--- config.mk ---
export PLATFORM = sky130hd
export DESIGN_NAME = prio_q_sys
export DESIGN_NICKNAME = d
export VERILOG_FILES = /design/src/rtl/prio_q_sys.sv
export SDC_FILE = /design/constraint.sdc
export NUM_CORES = 2
export LEC_CHECK = 0
export BUFFER_PORTS_ARGS = -buffer_cell sky130_fd_sc_hd__buf_2
export CORE_MARGIN = 3
export CORE_UTILIZATION = 55
export DETAILED_ROUTE_END_ITERATION = 6
export PLACE_DENSITY = 0.86
export SLEW_MARGIN = 40
export SYNTH_ARGS = -nofsm -noshare
export SYNTH_HDL_FRONTEND = slang
export SYNTH_SLANG_ARGS = --single-unit
--- constraint.sdc ---
create_clock -name clk -period 5.1 [get_ports clk]
set_clock_uncertainty 0.15 [all_clocks]
set_input_delay 0.765 -clock clk [delete_from_list [all_inputs] [get_ports clk]]
set_output_delay 0.765 -clock clk [all_outputs]
set_load 0.005 [all_outputs]
--- src/rtl/prio_q_sys.sv ---
// -----------------------------------------------------------------------------
// prio_q_sys
// Single-cycle min-priority queue built as a sorted register array. Slot 0
// always holds the smallest key, so the head is available straight from a
// flop. Equal keys leave in arrival order (strict compare on insert).
//
// Optional feature macro: PRIO_Q_DROP_MAX_EN
//   defined   : enq_ready tied high; a push into a full queue without a pop
//               keeps the CAPACITY smallest elements and pulses ovf_drop.
//   undefined : a push into a full queue needs a same-cycle pop; ovf_drop = 0.
//
// Ports
//   clk, rst_n            clock, asynchronous active-low reset
//   enq_valid/ready/data  push handshake (enq_ready = !full | deq_ready)
//   deq_valid/ready/data  pop handshake, deq_data is the current minimum
//   elem_cnt              number of stored elements
//   full/empty/almost_full occupancy flags
//   ovf_drop              one-cycle pulse when an element was discarded
// -----------------------------------------------------------------------------
module prio_q_sys #(
    parameter int unsigned  WIDTH     = 32,
    parameter int unsigned  CMP_WID   = 32,
    parameter int unsigned  CAPACITY  = 32,
    parameter int unsigned  AFULL_LVL = 28,
    localparam int unsigned CNT_W     = $clog2(CAPACITY + 1)
) (
    input  logic             clk,
    input  logic             rst_n,
    input  logic             enq_valid,
    output logic             enq_ready,
    input  logic [WIDTH-1:0] enq_data,
    output logic             deq_valid,
    input  logic             deq_ready,
    output logic [WIDTH-1:0] deq_data,
    output logic [CNT_W-1:0] elem_cnt,
    output logic             full,
    output logic             empty,
    output logic             almost_full,
    output logic             ovf_drop
);

    logic [WIDTH-1:0]    slot_q [CAPACITY];
    logic [WIDTH-1:0]    slot_d [CAPACITY];
    logic [WIDTH-1:0]    base   [CAPACITY];
    logic [CNT_W-1:0]    cnt_q;
    logic [CNT_W-1:0]    cnt_d;
    logic [CNT_W-1:0]    base_cnt;
    logic [CAPACITY-1:0] ge;
    logic                full_q;
    logic                empty_q;
    logic                afull_q;
    logic                ovf_q;
    logic                ovf_d;
    logic                push;
    logic                pop;

    // Handshakes: deq_ready -> enq_ready is a deliberate combinational path
`ifdef PRIO_Q_DROP_MAX_EN
    assign enq_ready = 1'b1;
`else
    assign enq_ready = !full_q | deq_ready;
`endif
    assign push = enq_valid & enq_ready;
    assign pop  = deq_ready & !empty_q;

    // Next state: first apply the pop (shift down), then insert into the result
    always_comb begin
        base     = slot_q;
        base_cnt = cnt_q;
        slot_d   = slot_q;
        cnt_d    = cnt_q;
        ovf_d    = 1'b0;
        ge       = '0;

        if (pop) begin
            for (int i = 0; i < int'(CAPACITY) - 1; i++) begin
                base[i] = slot_q[i+1];
            end
            base[CAPACITY-1] = '0;
            base_cnt         = cnt_q - CNT_W'(1);
        end

        // ge[i]: slot i is at or above the insertion point (monotonic in i)
        for (int i = 0; i < int'(CAPACITY); i++) begin
            if (CNT_W'(i) < base_cnt) begin
                ge[i] = enq_data[CMP_WID-1:0] < base[i][CMP_WID-1:0];
            end else begin
                ge[i] = CNT_W'(i) == base_cnt;
            end
        end

        slot_d = base;
        cnt_d  = base_cnt;
        if (push) begin
            if (ge[0]) begin
                slot_d[0] = enq_data;
            end
            for (int i = 1; i < int'(CAPACITY); i++) begin
                if (ge[i]) begin
                    slot_d[i] = ge[i-1] ? base[i-1] : enq_data;
                end
            end
            // Full base: the top element (old or new) falls off the end
            if (base_cnt != CNT_W'(CAPACITY)) begin
                cnt_d = base_cnt + CNT_W'(1);
            end
`ifdef PRIO_Q_DROP_MAX_EN
            else begin
                ovf_d = 1'b1;
            end
`endif
        end
    end

    // State and registered status
    always_ff @(posedge clk or negedge rst_n) begin
        if (!rst_n) begin
            for (int i = 0; i < int'(CAPACITY); i++) begin
                slot_q[i] <= '0;
            end
            cnt_q   <= '0;
            full_q  <= 1'b0;
            empty_q <= 1'b1;
            afull_q <= 1'b0;
            ovf_q   <= 1'b0;
        end else begin
            slot_q  <= slot_d;
            cnt_q   <= cnt_d;
            full_q  <= cnt_d == CNT_W'(CAPACITY);
            empty_q <= cnt_d == '0;
            afull_q <= cnt_d >= CNT_W'(AFULL_LVL);
            ovf_q   <= ovf_d;
        end
    end

    assign deq_data    = slot_q[0];
    assign deq_valid   = !empty_q;
    assign elem_cnt    = cnt_q;
    assign full        = full_q;
    assign empty       = empty_q;
    assign almost_full = afull_q;
`ifdef PRIO_Q_DROP_MAX_EN
    assign ovf_drop    = ovf_q;
`else
    assign ovf_drop    = 1'b0;
`endif

endmodule

Word-level counts from Yosys, hierarchy flattened
Index checks and enable logic that the tools add are counted.
Operators by class
  bitwise gates (word level): 3
  add/sub/neg operators: 2
  mux-type cells: 100
  equal/unequal tests: 33
  $lt $le $gt $ge: 65
  reduce and logical (&&, ||, !) cells: 4
Operators with widths (count)
  1024-bit two-way mux: 2
  32-bit two-way mux: 63
  32-bit less-than comparator: 32
  5-bit by 6-bit == test with 1-bit output, first input constant: 16
  5-bit by 6-bit less-than comparator with 1-bit output, first input constant: 16
  4-bit by 6-bit == test with 1-bit output, first input constant: 8
  4-bit by 6-bit less-than comparator with 1-bit output, first input constant: 8
  1-bit two-way mux: 32
  3-bit by 6-bit == test with 1-bit output, first input constant: 4
  3-bit by 6-bit less-than comparator with 1-bit output, first input constant: 4
  6-bit two-way mux: 3
  2-bit by 6-bit == test with 1-bit output, first input constant: 2
  6-bit zero test: 2
  1-bit by 6-bit less-than comparator with 1-bit output, first input constant: 2
  2-bit by 6-bit less-than comparator with 1-bit output, first input constant: 2
  6-bit by 1-bit adder with 6-bit output, second input constant: 1
  1-bit by 6-bit == test with 1-bit output, first input constant: 1
  6-bit == test, second input constant: 1
  6-bit by 5-bit greater-or-equal comparator with 1-bit output, second input constant: 1
  6-bit inequality test, second input constant: 1
  6-bit by 1-bit subtractor with 6-bit output, second input constant: 1
  1-bit bitwise AND: 2
  1-bit zero test: 2
  1-bit OR: 1
Storage, ports and cells
  output and inout port bits: 44
  logic and storage cells: 243
  register bits after elaboration: 1033
  input port bits: 36

Depth between registers and ports, before layout
  depth after elaboration: 8
  depth in mapped cells: 24
  mapped depth without buffers: 13

Worst setup path before layout
Ideal clock, no wire load.
  kind: in2reg
  from: in deq_ready
  to: reg slot_q (netlist bit deq_data[10])
  cell stages on the path: 24
  data required time: 4.825 ns
  setup time: 0.125 ns
  setup slack: -0.449 ns
  arrival time: 5.275 ns
  cells stage by stage: nor2b_1 > buf_4 > buf_6 > buf_6 > buf_6 > buf_6 > buf_2 > buf_2 > buf_2 > clkbuf_1 > nand2_1 > nand2_1 > inv_1 > ha_1 > a21o_1 > a21o_1 > a21oi_1 > o32ai_1 > o41a_1 > o32ai_2 > and2_0 > clkbuf_1 > buf_2 > mux2_2
RTL lines
  start: declaration: RTL line 33  | input logic deq_ready,
  end signal: assignment: RTL line 127  | slot_q <= slot_d;
  end: declaration: RTL line 42  | logic [WIDTH-1:0] slot_q [CAPACITY];

==> run_results.csv <==
group,metric,value,unit
floorplan,start_util,0.554,
timing,setup_viol_count_final,0,
layout,stdcell_area,97600,um^2
timing,layout_min_cycle_time,5060,ps
timing,min_period_over_period,0.991,
floorplan,die-area,162000,um^2
layout,area_delta_synth_final,12.6,%
clock_tree,cts.path.max_buffers,3,
grt,grt_usage,0.358,
drt,viasPerCell,6.73,
layout,layout.cells.non_filler,11700,
critical_path,reg2reg_depth,13,
floorplan,io_pins,80,
floorplan,die_h,403,um
pwr,total_power,72700,uW
logic_synthesis,seq_area_frac_synth,0.298,
drt,vias,78600,
grt,use_met3,0.105,
placement,dp_hpwl,221000,um
floorplan,coreArea,156000,um^2
drt,finalWirelength,300000,um
critical_path,critPathLaunchType,"flop",
critical_path,worstPathRequired,5600,ps
placement,place_inst,11400,
logic_synthesis,yosys_warnings,0,
grt,top_usage_layer,"met2",
clock_tree,htreeDepth,3,
timing,rsz0062_at_grt,"false",
drt,drc_errors,0,
grt,grt_pass1_wl,461000,um
floorplan,die_x,403,um
clock_tree,clkTransAtPathRegs,60,ps
logic_synthesis,ys_seq_elements,1033,
job,maxCapViolations,0,
layout,drive_above_1_share,0.118,
clock_tree,clock_latency,780,ps
grt,grt_pass1_vias,78000,
clock_tree,post_cts_buffers,0,
pwr,leakagePower,0.0502,uW
drt,drt-pass1-iter-count,6,
logic_synthesis,synth_most_common_cell,"mux2i_1",
drt,dr.first_iter.drc_count,9589,
logic_synthesis,synth_area,86700,um^2
drt,wl_per_cell,25.7,um
logic_synthesis,synth_edf_count,0,
logic_synthesis,postSynthCellCount,9366,
critical_path,worst-path-max-fanout,43,
clock_tree,cts_tree,"done",
logic_synthesis,netlist.top_cell.by_area,"dfrtp_1",
drt,ant_nets,0,
critical_path,critPathArrivalTime,5560,ps
timing,tightest_slew,910,ps
worst_hold_path,hold_depth,3,
floorplan,row_count,145,
placement,gp_congestion,1.02,
critical_path,cp-end-kind,"flop",
timing,slew_violations,0,
worst_hold_path,hold_class,"in2reg",
grt,antenna_found_initial,18,
grt,grt_max_degree,158,
timing,slew_headroom,0.391,
critical_path,worstSetupPathType,"reg2reg",
clock_tree,clockRootBuffer,"clkbuf_16",
logic_synthesis,async_flop_share,1.00,
timing,hold_violations,0,
logic_synthesis,synth_flop_cell,"dfrtp_1",
grt,overflow,0,
grt,groute.layer.met1.usage,0.481,
layout,fin_nets,10500,
pwr,power-per-cell-area,745,nW/um^2
placement,place.port_buffers,78,
logic_synthesis,synth_commonest_cells,"1966 x mux2i_1, 1032 x dfrtp_1, 996 x ha_1",
pwr,ir_drop,0.517,mV
logic_synthesis,syn_area_per_cell,9.26,um^2
placement,placed_cell_area,93500,um^2
logic_synthesis,yosys-top-cells-area,"dfrtp_1 30%, mux2i_1 23%, ha_1 14%, a21oi_1 5.4%, inv_1 3.4%",
grt,grt.met2_usage,0.521,
logic_synthesis,synth_cell_type_count,96,
clock_tree,cts_buffers,117,
clock_tree,cts.sinks,1033,
run_status,status,"finished clean",
timing,max_clock_freq,198,MHz
logic_synthesis,syn_nets,10400,
logic_synthesis,yosys.area.top_type_share,0.298,
[final timing paths]
path	start	end	slack (ps)
max reg2reg	empty	slot_q[510]	40
max in group asynchronous	rst_n	slot_q[297]	2850
min	enq_data[13]	slot_q[77]	370
max	empty	slot_q[510]	40
min reg2reg	slot_q[22]	slot_q[22]	450
min in group asynchronous	rst_n	slot_q[658]	510
[critical path, cell delays in order (launching register included)]
cell,delay (ps)
dfstp_2,450
nor2b_4,200
buf_12,270
buf_12,330
mux2i_1,520
ha_1,210
nand4_1,190
or4_1,570
a311oi_1,620
o41ai_1,150
a22oi_2,400
buf_4,420
mux2i_1,280
mux2i_1,120
[final cells by class]
class / count / area [um^2]
diodes: 3 / 7.51
clock buffers: 170 / 3450
inverters: 775 / 2910
fillers: 12200 / 58700
flip-flops and latches: 1033 / 25900
repair buffers: 756 / 7090
well taps: 2058 / 2570
clock inverters: 45 / 602
multi-input cells: 6828 / 55200
[through the flow]
stage          TNS (ps)  utilization  setup WS (ps)  hold WS, ps
6_report              0        0.624           44.0          368
4_1_cts               0        0.624            253          321
5_1_grt               0        0.624           50.4          399
3_3_place_gp      -1080        0.597           -180          411
3_5_place_dp      -2520        0.598           -160          429
2_1_floorplan     -4960            -          -78.8          319
[cells by family (layout without fill, tap and decap cells)]
kind of cell | Yosys count | after routing | share of synthesized area
AOI/OAI and AO/OA | 2233 | 2233 | 0.164
xor gates and xnor gates | 8 | 8 | 0.000981
adders and majority gates | 996 | 996 | 0.144
buffers and inverters | 1505 | 1746 | 0.0717
DFF | 1033 | 1033 | 0.298
muxes | 2058 | 2058 | 0.239
other | 1 | 4 | 0.0000432
and+or+nand+nor | 1532 | 1532 | 0.0828
[power by group]
group,switching (uW),internal [uW]
combinational,27400,20000
sequential,3850,12500
clock,3750,5320
total,35000,37700
[state kept, by name, indices dropped and copies added (netlist names)]
signal and count:
slot_q 992, elem_cnt 6, deq_data 32, full 1, almost_full 1, empty 1
[placed cells by master, fill, tap and decap left out, drive strengths merged, types with 34 or more instances in the layout]
cell and n:
nand2 768, o31a 38, a21o 208, dfrtp 1032
nand2b 50, nor2 171, nand3 59, o22ai 39
ha 996, nor4 82, o21a 91, mux2i 1966
clkbuf 170, nand4 137, o31ai 235, o32ai 35
o21ai 275, a311oi 34, a31oi 45, nor3 124
buf 755, a211oi 46, mux2 92, inv 777
o211ai 40, a21oi 941, a221o 77
[metal layers]
layer	vias up	share of wire
li1	34500	-
met1	38200	0.40
met2	4844	0.41
met3	1023	0.12
met4	12	0.060
met5	-	0.00027
[repair_timing]
action	in CTS	in global routing
hold buffers	1	0
resized for setup	0	0
hold endpoints to repair	67	0
Power figures use the tool's default switching activity.
